### src/rtl/mem_port_arbiter_if.sv
// Requester and memory-side signal bundle for mem_port_arbiter.
// slave = arbiter view, master = requester/memory (testbench) view.
interface mem_port_arbiter_if;
    logic        if_req;
    logic [63:0] if_addr;
    logic [31:0] if_rdata;
    logic        if_done;

    logic        dm_req;
    logic        dm_we;
    logic [63:0] dm_addr;
    logic [63:0] dm_wdata;
    logic [63:0] dm_rdata;
    logic        dm_done;

    logic        mem_req;
    logic        mem_we;
    logic [63:0] mem_addr;
    logic [63:0] mem_wdata;
    logic [63:0] mem_rdata;
    logic        mem_ready;

    logic        grant_dm;
    logic        arb_err;

    modport slave (
        input  if_req, if_addr, dm_req, dm_we, dm_addr, dm_wdata, mem_rdata, mem_ready,
        output if_rdata, if_done, dm_rdata, dm_done, mem_req, mem_we, mem_addr, mem_wdata,
               grant_dm, arb_err
    );

    modport master (
        output if_req, if_addr, dm_req, dm_we, dm_addr, dm_wdata, mem_rdata, mem_ready,
        input  if_rdata, if_done, dm_rdata, dm_done, mem_req, mem_we, mem_addr, mem_wdata,
               grant_dm, arb_err
    );
endinterface

### src/rtl/mem_port_arbiter.sv
// Arbitrates the 64-bit memory port between fetch and load/store, data first with a streak limit.
// Optional busy timeout enabled by defining ARB_TIMEOUT_EN.
module mem_port_arbiter #(
    parameter int unsigned MAX_DM_STREAK  = 4,
    parameter int unsigned TIMEOUT_CYCLES = 64
) (
    input  logic               clk,
    input  logic               rst_n,
    mem_port_arbiter_if.slave  bus
);

    localparam int unsigned ADDR_W   = 64;
    localparam int unsigned DATA_W   = 64;
    localparam int unsigned INSN_W   = 32;
    localparam int unsigned STREAK_W = 4;

    localparam logic [1:0] ST_IDLE    = 2'd0;
    localparam logic [1:0] ST_BUSY_IF = 2'd1;
    localparam logic [1:0] ST_BUSY_DM = 2'd2;
    localparam logic [1:0] ST_DONE    = 2'd3;

    if (MAX_DM_STREAK < 1 || MAX_DM_STREAK > 15) begin : g_bad_streak
        $error("mem_port_arbiter: MAX_DM_STREAK must be in 1..15");
    end
    if (TIMEOUT_CYCLES < 1) begin : g_bad_timeout
        $error("mem_port_arbiter: TIMEOUT_CYCLES must be at least 1");
    end

    logic [1:0]          state_q,     state_d;
    logic [STREAK_W-1:0] streak_q,    streak_d;
    logic                mem_req_q,   mem_req_d;
    logic                mem_we_q,    mem_we_d;
    logic [ADDR_W-1:0]   mem_addr_q,  mem_addr_d;
    logic [DATA_W-1:0]   mem_wdata_q, mem_wdata_d;
    logic [INSN_W-1:0]   if_rdata_q,  if_rdata_d;
    logic [DATA_W-1:0]   dm_rdata_q,  dm_rdata_d;
    logic                if_done_q,   if_done_d;
    logic                dm_done_q,   dm_done_d;
    logic                grant_dm_q,  grant_dm_d;
    logic                dm_wins_c;
    logic [INSN_W-1:0]   fetch_word_c;

`ifdef ARB_TIMEOUT_EN
    localparam int unsigned CNT_W = $clog2(TIMEOUT_CYCLES + 1);
    logic [CNT_W-1:0] busy_cnt_q, busy_cnt_d;
    logic             arb_err_q,  arb_err_d;
    logic             timeout_c;

    assign timeout_c = (busy_cnt_q == CNT_W'(TIMEOUT_CYCLES - 1));
`endif

    // Data wins unless fetch is waiting and the data streak has hit its limit.
    assign dm_wins_c = bus.dm_req &&
                       !(bus.if_req && (streak_q == STREAK_W'(MAX_DM_STREAK)));

    // Select the 32-bit instruction half using the latched address.
    assign fetch_word_c = mem_addr_q[2] ? bus.mem_rdata[63:32] : bus.mem_rdata[31:0];

    always_ff @(posedge clk or negedge rst_n) begin
        if (!rst_n) begin
            state_q     <= ST_IDLE;
            streak_q    <= '0;
            mem_req_q   <= 1'b0;
            mem_we_q    <= 1'b0;
            mem_addr_q  <= '0;
            mem_wdata_q <= '0;
            if_rdata_q  <= '0;
            dm_rdata_q  <= '0;
            if_done_q   <= 1'b0;
            dm_done_q   <= 1'b0;
            grant_dm_q  <= 1'b0;
        end else begin
            state_q     <= state_d;
            streak_q    <= streak_d;
            mem_req_q   <= mem_req_d;
            mem_we_q    <= mem_we_d;
            mem_addr_q  <= mem_addr_d;
            mem_wdata_q <= mem_wdata_d;
            if_rdata_q  <= if_rdata_d;
            dm_rdata_q  <= dm_rdata_d;
            if_done_q   <= if_done_d;
            dm_done_q   <= dm_done_d;
            grant_dm_q  <= grant_dm_d;
        end
    end

`ifdef ARB_TIMEOUT_EN
    always_ff @(posedge clk or negedge rst_n) begin
        if (!rst_n) begin
            busy_cnt_q <= '0;
            arb_err_q  <= 1'b0;
        end else begin
            busy_cnt_q <= busy_cnt_d;
            arb_err_q  <= arb_err_d;
        end
    end
`endif

    // Next-state and next-output logic.
    always_comb begin
        state_d     = state_q;
        streak_d    = streak_q;
        mem_req_d   = mem_req_q;
        mem_we_d    = mem_we_q;
        mem_addr_d  = mem_addr_q;
        mem_wdata_d = mem_wdata_q;
        if_rdata_d  = if_rdata_q;
        dm_rdata_d  = dm_rdata_q;
        if_done_d   = 1'b0;
        dm_done_d   = 1'b0;
        grant_dm_d  = grant_dm_q;
`ifdef ARB_TIMEOUT_EN
        busy_cnt_d  = busy_cnt_q;
        arb_err_d   = 1'b0;
`endif

        case (state_q)
            ST_IDLE: begin
                if (dm_wins_c) begin
                    state_d     = ST_BUSY_DM;
                    mem_req_d   = 1'b1;
                    mem_we_d    = bus.dm_we;
                    mem_addr_d  = bus.dm_addr;
                    mem_wdata_d = bus.dm_wdata;
                    grant_dm_d  = 1'b1;
                    streak_d    = bus.if_req ? (streak_q + STREAK_W'(1)) : '0;
`ifdef ARB_TIMEOUT_EN
                    busy_cnt_d  = '0;
`endif
                end else if (bus.if_req) begin
                    state_d     = ST_BUSY_IF;
                    mem_req_d   = 1'b1;
                    mem_we_d    = 1'b0;
                    mem_addr_d  = bus.if_addr;
                    mem_wdata_d = '0;
                    grant_dm_d  = 1'b0;
                    streak_d    = '0;
`ifdef ARB_TIMEOUT_EN
                    busy_cnt_d  = '0;
`endif
                end
            end

            ST_BUSY_IF: begin
                if (bus.mem_ready) begin
                    state_d    = ST_DONE;
                    mem_req_d  = 1'b0;
                    if_done_d  = 1'b1;
                    if_rdata_d = fetch_word_c;
                end
`ifdef ARB_TIMEOUT_EN
                else if (timeout_c) begin
                    state_d    = ST_DONE;
                    mem_req_d  = 1'b0;
                    if_done_d  = 1'b1;
                    if_rdata_d = '0;
                    arb_err_d  = 1'b1;
                end else begin
                    busy_cnt_d = busy_cnt_q + CNT_W'(1);
                end
`endif
            end

            ST_BUSY_DM: begin
                if (bus.mem_ready) begin
                    state_d   = ST_DONE;
                    mem_req_d = 1'b0;
                    dm_done_d = 1'b1;
                    if (!mem_we_q) begin
                        dm_rdata_d = bus.mem_rdata;
                    end
                end
`ifdef ARB_TIMEOUT_EN
                else if (timeout_c) begin
                    state_d    = ST_DONE;
                    mem_req_d  = 1'b0;
                    dm_done_d  = 1'b1;
                    dm_rdata_d = '0;
                    arb_err_d  = 1'b1;
                end else begin
                    busy_cnt_d = busy_cnt_q + CNT_W'(1);
                end
`endif
            end

            ST_DONE: begin
                state_d    = ST_IDLE;
                grant_dm_d = 1'b0;
            end

            default: begin
                state_d = ST_IDLE;
            end
        endcase
    end

    assign bus.mem_req   = mem_req_q;
    assign bus.mem_we    = mem_we_q;
    assign bus.mem_addr  = mem_addr_q;
    assign bus.mem_wdata = mem_wdata_q;
    assign bus.if_rdata  = if_rdata_q;
    assign bus.dm_rdata  = dm_rdata_q;
    assign bus.if_done   = if_done_q;
    assign bus.dm_done   = dm_done_q;
    assign bus.grant_dm  = grant_dm_q;
`ifdef ARB_TIMEOUT_EN
    assign bus.arb_err   = arb_err_q;
`else
    assign bus.arb_err   = 1'b0;
`endif

endmodule
### src/flat_wrapper.sv
// flat-port wrapper written by rule: the top's interface ports become plain ports
module mem_port_arbiter_flat 
#(
    parameter int unsigned MAX_DM_STREAK  = 4,
    parameter int unsigned TIMEOUT_CYCLES = 64
)
  (clk, rst_n, bus_if_req, bus_if_addr, bus_dm_req, bus_dm_we, bus_dm_addr, bus_dm_wdata, bus_mem_rdata, bus_mem_ready, bus_if_rdata, bus_if_done, bus_dm_rdata, bus_dm_done, bus_mem_req, bus_mem_we, bus_mem_addr, bus_mem_wdata, bus_grant_dm, bus_arb_err);
  mem_port_arbiter_if bus_i ();
  input  logic clk;
  input  logic rst_n;
  input wire logic [$bits(bus_i.if_req)-1:0] bus_if_req;
  input wire logic [$bits(bus_i.if_addr)-1:0] bus_if_addr;
  input wire logic [$bits(bus_i.dm_req)-1:0] bus_dm_req;
  input wire logic [$bits(bus_i.dm_we)-1:0] bus_dm_we;
  input wire logic [$bits(bus_i.dm_addr)-1:0] bus_dm_addr;
  input wire logic [$bits(bus_i.dm_wdata)-1:0] bus_dm_wdata;
  input wire logic [$bits(bus_i.mem_rdata)-1:0] bus_mem_rdata;
  input wire logic [$bits(bus_i.mem_ready)-1:0] bus_mem_ready;
  output wire logic [$bits(bus_i.if_rdata)-1:0] bus_if_rdata;
  output wire logic [$bits(bus_i.if_done)-1:0] bus_if_done;
  output wire logic [$bits(bus_i.dm_rdata)-1:0] bus_dm_rdata;
  output wire logic [$bits(bus_i.dm_done)-1:0] bus_dm_done;
  output wire logic [$bits(bus_i.mem_req)-1:0] bus_mem_req;
  output wire logic [$bits(bus_i.mem_we)-1:0] bus_mem_we;
  output wire logic [$bits(bus_i.mem_addr)-1:0] bus_mem_addr;
  output wire logic [$bits(bus_i.mem_wdata)-1:0] bus_mem_wdata;
  output wire logic [$bits(bus_i.grant_dm)-1:0] bus_grant_dm;
  output wire logic [$bits(bus_i.arb_err)-1:0] bus_arb_err;
  assign bus_i.if_req = bus_if_req;
  assign bus_i.if_addr = bus_if_addr;
  assign bus_i.dm_req = bus_dm_req;
  assign bus_i.dm_we = bus_dm_we;
  assign bus_i.dm_addr = bus_dm_addr;
  assign bus_i.dm_wdata = bus_dm_wdata;
  assign bus_i.mem_rdata = bus_mem_rdata;
  assign bus_i.mem_ready = bus_mem_ready;
  assign bus_if_rdata = bus_i.if_rdata;
  assign bus_if_done = bus_i.if_done;
  assign bus_dm_rdata = bus_i.dm_rdata;
  assign bus_dm_done = bus_i.dm_done;
  assign bus_mem_req = bus_i.mem_req;
  assign bus_mem_we = bus_i.mem_we;
  assign bus_mem_addr = bus_i.mem_addr;
  assign bus_mem_wdata = bus_i.mem_wdata;
  assign bus_grant_dm = bus_i.grant_dm;
  assign bus_arb_err = bus_i.arb_err;
  mem_port_arbiter #(.MAX_DM_STREAK(MAX_DM_STREAK), .TIMEOUT_CYCLES(TIMEOUT_CYCLES)) u_core (.clk(clk), .rst_n(rst_n), .bus(bus_i));
endmodule
### config.mk
export PLATFORM = sky130hd
export DESIGN_NAME = mem_port_arbiter_flat
export DESIGN_NICKNAME = d
export VERILOG_FILES = /design/src/rtl/mem_port_arbiter_if.sv /design/src/rtl/mem_port_arbiter.sv /design/src/flat_wrapper.sv
export SDC_FILE = /design/constraint.sdc
export NUM_CORES = 1
export LEC_CHECK = 0
export CAP_MARGIN = 20
export CORE_AREA = 2 2 190 192
export CTS_BUF_LIST = sky130_fd_sc_hd__clkbuf_16
export DETAILED_ROUTE_END_ITERATION = 7
export DIE_AREA = 0 0 192 194
export DONT_BUFFER_PORTS = 1
export HOLD_SLACK_MARGIN = 0.15
export SLEW_MARGIN = 10
export SYNTH_ARGS = -nofsm -noshare
export SYNTH_HDL_FRONTEND = slang
export SYNTH_SLANG_ARGS = --single-unit
### constraint.sdc
create_clock -name clk -period 2.3 [get_ports clk]
set_input_delay 0.46 -clock clk [delete_from_list [all_inputs] [get_ports clk]]
set_output_delay 0.46 -clock clk [all_outputs]
set_load 0.005 [all_outputs]
==> out/qor.csv, run 1 <==
metric,value,unit
H-Tree Level Count,1,
syn nets,1112,
commonest cells in the netlist,"dfrtp_1 (235), nand2_1 (130), a22o_1 (65), mux2_1 (65), nand4_1 (65)",
pre-CTS setup slack,423.7,ps
Synth Area in Simple Gates,10.92,%
Die Wd,192,um
Synth cell types,34,
Yosys top cell by area,dfrtp_1,
sequential fraction of the synthesis area,57.43,%
Post-CTS Setup Inserts,0,
Synth Area in Compound Gates,15.73,%
Clock Sinks,235,
gpl congestion,0.8073,
hold_buf cts,260,
Core Rows,69,
Root Driver,clkbuf_16,
adder-cell share of the synthesized area,0.8553,%
Mapped Cells,843,
die height,194,um
YS warnings,0,
mapped cell area,0.01024,mm^2
most numerous cell in the Yosys netlist,dfrtp_1,
Post-synth ARST share,100.0,%
# IOs,492,
Yosys top cell area share,57.43,%
IO Port Bufs,0,
mux share of post-synthesis cell area,10.37,%
"Gates resized, CTS repair",0,
largest family of logic cells by synthesized area,compound AO/OA/AOI/OAI gates,
Post-synth EDFFs,0,
ys flop type,dfrtp_1,
Last stage,clock tree synthesis (4_1_cts),
Starting Density,29.07,%
placed cells,1246,
CTS max path bufs,3,
Synth Register Bits,235,
status,did not finish,
Synth area leaders,"dfrtp_1 (57%), o211ai_2 (7.3%), mux2_1 (7.1%)",
First Err,[ERROR RSZ-0060] Max buffer count reached.,
DP Wirelength,20300,um
syn_area_per_cell,12.15,um^2
Post-Synth XOR/XNOR Area,0,%
number of buffers created by CTS,27,
logic make-up after synthesis:
logic type / Yosys count
flops: 235
other cells: 1
compound gates: 176
simple gates: 240
fa+ha+maj: 7
mux: 98
buf+inv: 86
through the flow:
step	utilization, %	hold slack (ps)	area, um^2
2_1_floorplan	-	164.4	10240
3_3_place_gp	30.16	168.8	10620
3_5_place_dp	30.16	168.6	10620
==> run 2, diff against run 1 <==
--- a/config.mk
+++ b/config.mk
@@ -6,12 +6,11 @@
 export NUM_CORES = 1
 export LEC_CHECK = 0
 export CAP_MARGIN = 20
-export CORE_AREA = 2 2 190 192
-export CTS_BUF_LIST = sky130_fd_sc_hd__clkbuf_16
+export CORE_MARGIN = 2
+export CORE_UTILIZATION = 20
 export DETAILED_ROUTE_END_ITERATION = 7
-export DIE_AREA = 0 0 192 194
 export DONT_BUFFER_PORTS = 1
-export HOLD_SLACK_MARGIN = 0.15
+export PLACE_DENSITY_LB_ADDON = 0.15
 export SLEW_MARGIN = 10
 export SYNTH_ARGS = -nofsm -noshare
 export SYNTH_HDL_FRONTEND = slang
==> run 2 against run 1 <==
  * The flow now finishes, with violations (negative hold slack)
  * Synthesized cell count unchanged
  * Synthesized area unchanged
==> out/qor.csv, run 2 <==
metric,value,unit
Clock Sinks,235,
FF-to-FF path depth,7,
Area Overhead vs Synth,27.35,%
placed cells,1456,
Post-synth EDFFs,0,
"Hold Vio Cnt, Final",235,
CTS tree,built,
PnR worst setup slack,291.5,ps
CP Cell Sequence,inv_1 > ha_1 > nand4b_4 > buf_4 > and2_4 > buf_12 > o211ai_1,
Clock transition at path regs,60,ps
largest net degree at the start of global routing,236,
first-pass GRT wire length,52130,um
pre-CTS setup slack,282.2,ps
Post-synth ARST share,100.0,%
DRT Pass-1 Iters,4,
fmax,0.4979,GHz
vias in the first global route,7851,
Worst Path Buf+Inv,3,
YS warnings,0,
Final TNS setup,0,ps
crit path capture type,register,
status,"complete, but fails checks",
Crit path max-delay family,buffers and inverters,
Leak,5.518,nW
Max IR drop VDD,0.0005527,V
RSZ-0062 raised after global routing,false,
# IOs,492,
largest stage delay on the critical path,410,ps
Synth Register Bits,235,
failing checks,negative hold slack,
net count reported at finish,1198,
final slew viol count,0,
antenna-violating nets left,0,
Worst path depth,7,
Hold Crit Class,in2async,
DR DRC count,0,
Synth area leaders,"dfrtp_1 (57%), o211ai_2 (7.3%), mux2_1 (7.1%)",
IO Port Bufs,0,
mapped cell area,0.01024,mm^2
Yosys top cell area share,57.43,%
Die Wd,230.3,um
via count,7302,
Mapped Cells,843,
DP Wirelength,23420,um
grt peak-use layer,met2,
Core Rows,82,
Worst Tran Pin Value,757.0,ps
# diodes,0,
syn nets,1112,
die height,230.3,um
slowest CP cell,dfrtp_1,
worst skew pair latency,570,ps
ys flop type,dfrtp_1,
syn_area_per_cell,12.15,um^2
number of buffers created by CTS,29,
DRT iter0 DRCs,281,
Synth cell types,34,
PD cells,1382,mW/mm^2
drt via density,4.499,
setup violators final,0,
critical path required time,2720,ps
share of cells above drive strength 1,14.51,%
sequential fraction of the synthesis area,57.43,%
H-Tree Level Count,1,
Post-CTS Setup Inserts,0,
WP data arrival,2430,ps
CTS max path bufs,3,
total gr overflow,0,
initial antenna violation count,1,
Total GRT Usage,12.70,%
CP startpoint kind,register,
commonest cells in the netlist,"dfrtp_1 (235), nand2_1 (130), a22o_1 (65), mux2_1 (65), nand4_1 (65)",
gpl congestion,0.7452,
GR Layer Usage met1,15.22,%
"commonest non-fill, non-tap cell in the layout",dfrtp_1,
Total Wirelength,35080,um
Yosys top cell by area,dfrtp_1,
Root Driver,clkbuf_16,
CP max FO,64,
GRT met2 Usage,20.12,%
hold_ws,-411.5,ps
met3 Resource Use GR,5.444,%
min Tclk post-route,2008,ps
placed instance area,0.01089,mm^2
core area,0.05038,mm^2
period utilization,87.33,%
"Gates resized, CTS repair",0,
Starting Density,20.33,%
fin area,0.01304,mm^2
most numerous cell in the Yosys netlist,dfrtp_1,
max_slew headroom,49.53,%
final cell count without fillers,1623,
die area,0.05302,mm^2
Max-cap violations,0,
final core occ,25.89,%
"commonest cells after routing, fill and taps aside","dfrtp_1 (234), nand2_1 (130), dlygate4sd3_1 (114)",
critical path class,reg2reg,
Clock Skew,9.811,ps
routed length per instance,21.62,um
hold_buf cts,114,
run 2: cell counts after synthesis:
Identical to the previous run, type by type.
run 2: cell type report:
cell class,count,area (um^2)
Fill cell,5282,37340
Sequential cell,235,5882
Multi-Input combinational cell,522,3906
Timing Repair Buffer,132,1364
Tap cell,672,840.8
Clock buffer,39,833.3
Clock inverter,14,180.2
Inverter,9,33.78
run 2: metrics by stage:
stage          power (W)  hold slack (ps)
2_1_floorplan    0.01139            164.4
5_1_grt          0.01925           -452.3
6_report         0.01802           -411.5
4_1_cts          0.01836           -461.0
3_5_place_dp     0.01316            171.2
3_3_place_gp     0.01311            169.6
run 2: final timing paths:
| kind | startpoint | end | slack, ps |
|---|---|---|---|
| max in group asynchronous | rst_n | u_core.bus.grant_dm | 2370 |
| min reg2reg | u_core.bus.mem_addr[60] | u_core.bus.mem_addr[60] | 520 |
| max | u_core.streak_q[0] | u_core.bus.mem_addr[2] | 290 |
| min | rst_n | u_core.bus.dm_rdata[54] | -410 |
| min in group clk | bus_dm_wdata[4] | u_core.bus.mem_wdata[4] | 30 |
| max reg2reg | u_core.streak_q[0] | u_core.bus.mem_addr[2] | 290 |
run 2: report_power, final:
part	total (W)	internal, W	switching [W]
combinational	0.00488	0.00236	0.00252
sequential	0.00826	0.00622	0.00204
clock	0.00488	0.00298	0.00190
run 2: cell families (layout without fill, tap and decap cells):
group                    Yosys count  in the layout  share of synthesized area (%)
AND/OR/NAND/NOR                  240            240                          10.92
flip-flops                       235            235                          57.43
AO/OA/AOI/OAI                    176            176                          15.73
multiplexers                      98             98                          10.37
buffers and inverters             86            194                          4.655
adder cells (fa/ha/maj)            7              7                         0.8553
other                              1              1                        0.03662
run 2: worst reg2reg max path, cell delays in order, from the launching register on:
cell	delay [ps]
dfrtp_1	410
inv_1	60
ha_1	240
nand4b_4	110
buf_4	260
and2_4	200
buf_12	360
o211ai_1	240
run 2: layer usage:
layer,up-vias,part of all wire [%]
met1,3639,39
met2,365,46
met4,2,3.3
met5,-,0.020
li1,3231,-
met3,65,11
Power figures use the tool's default switching activity.
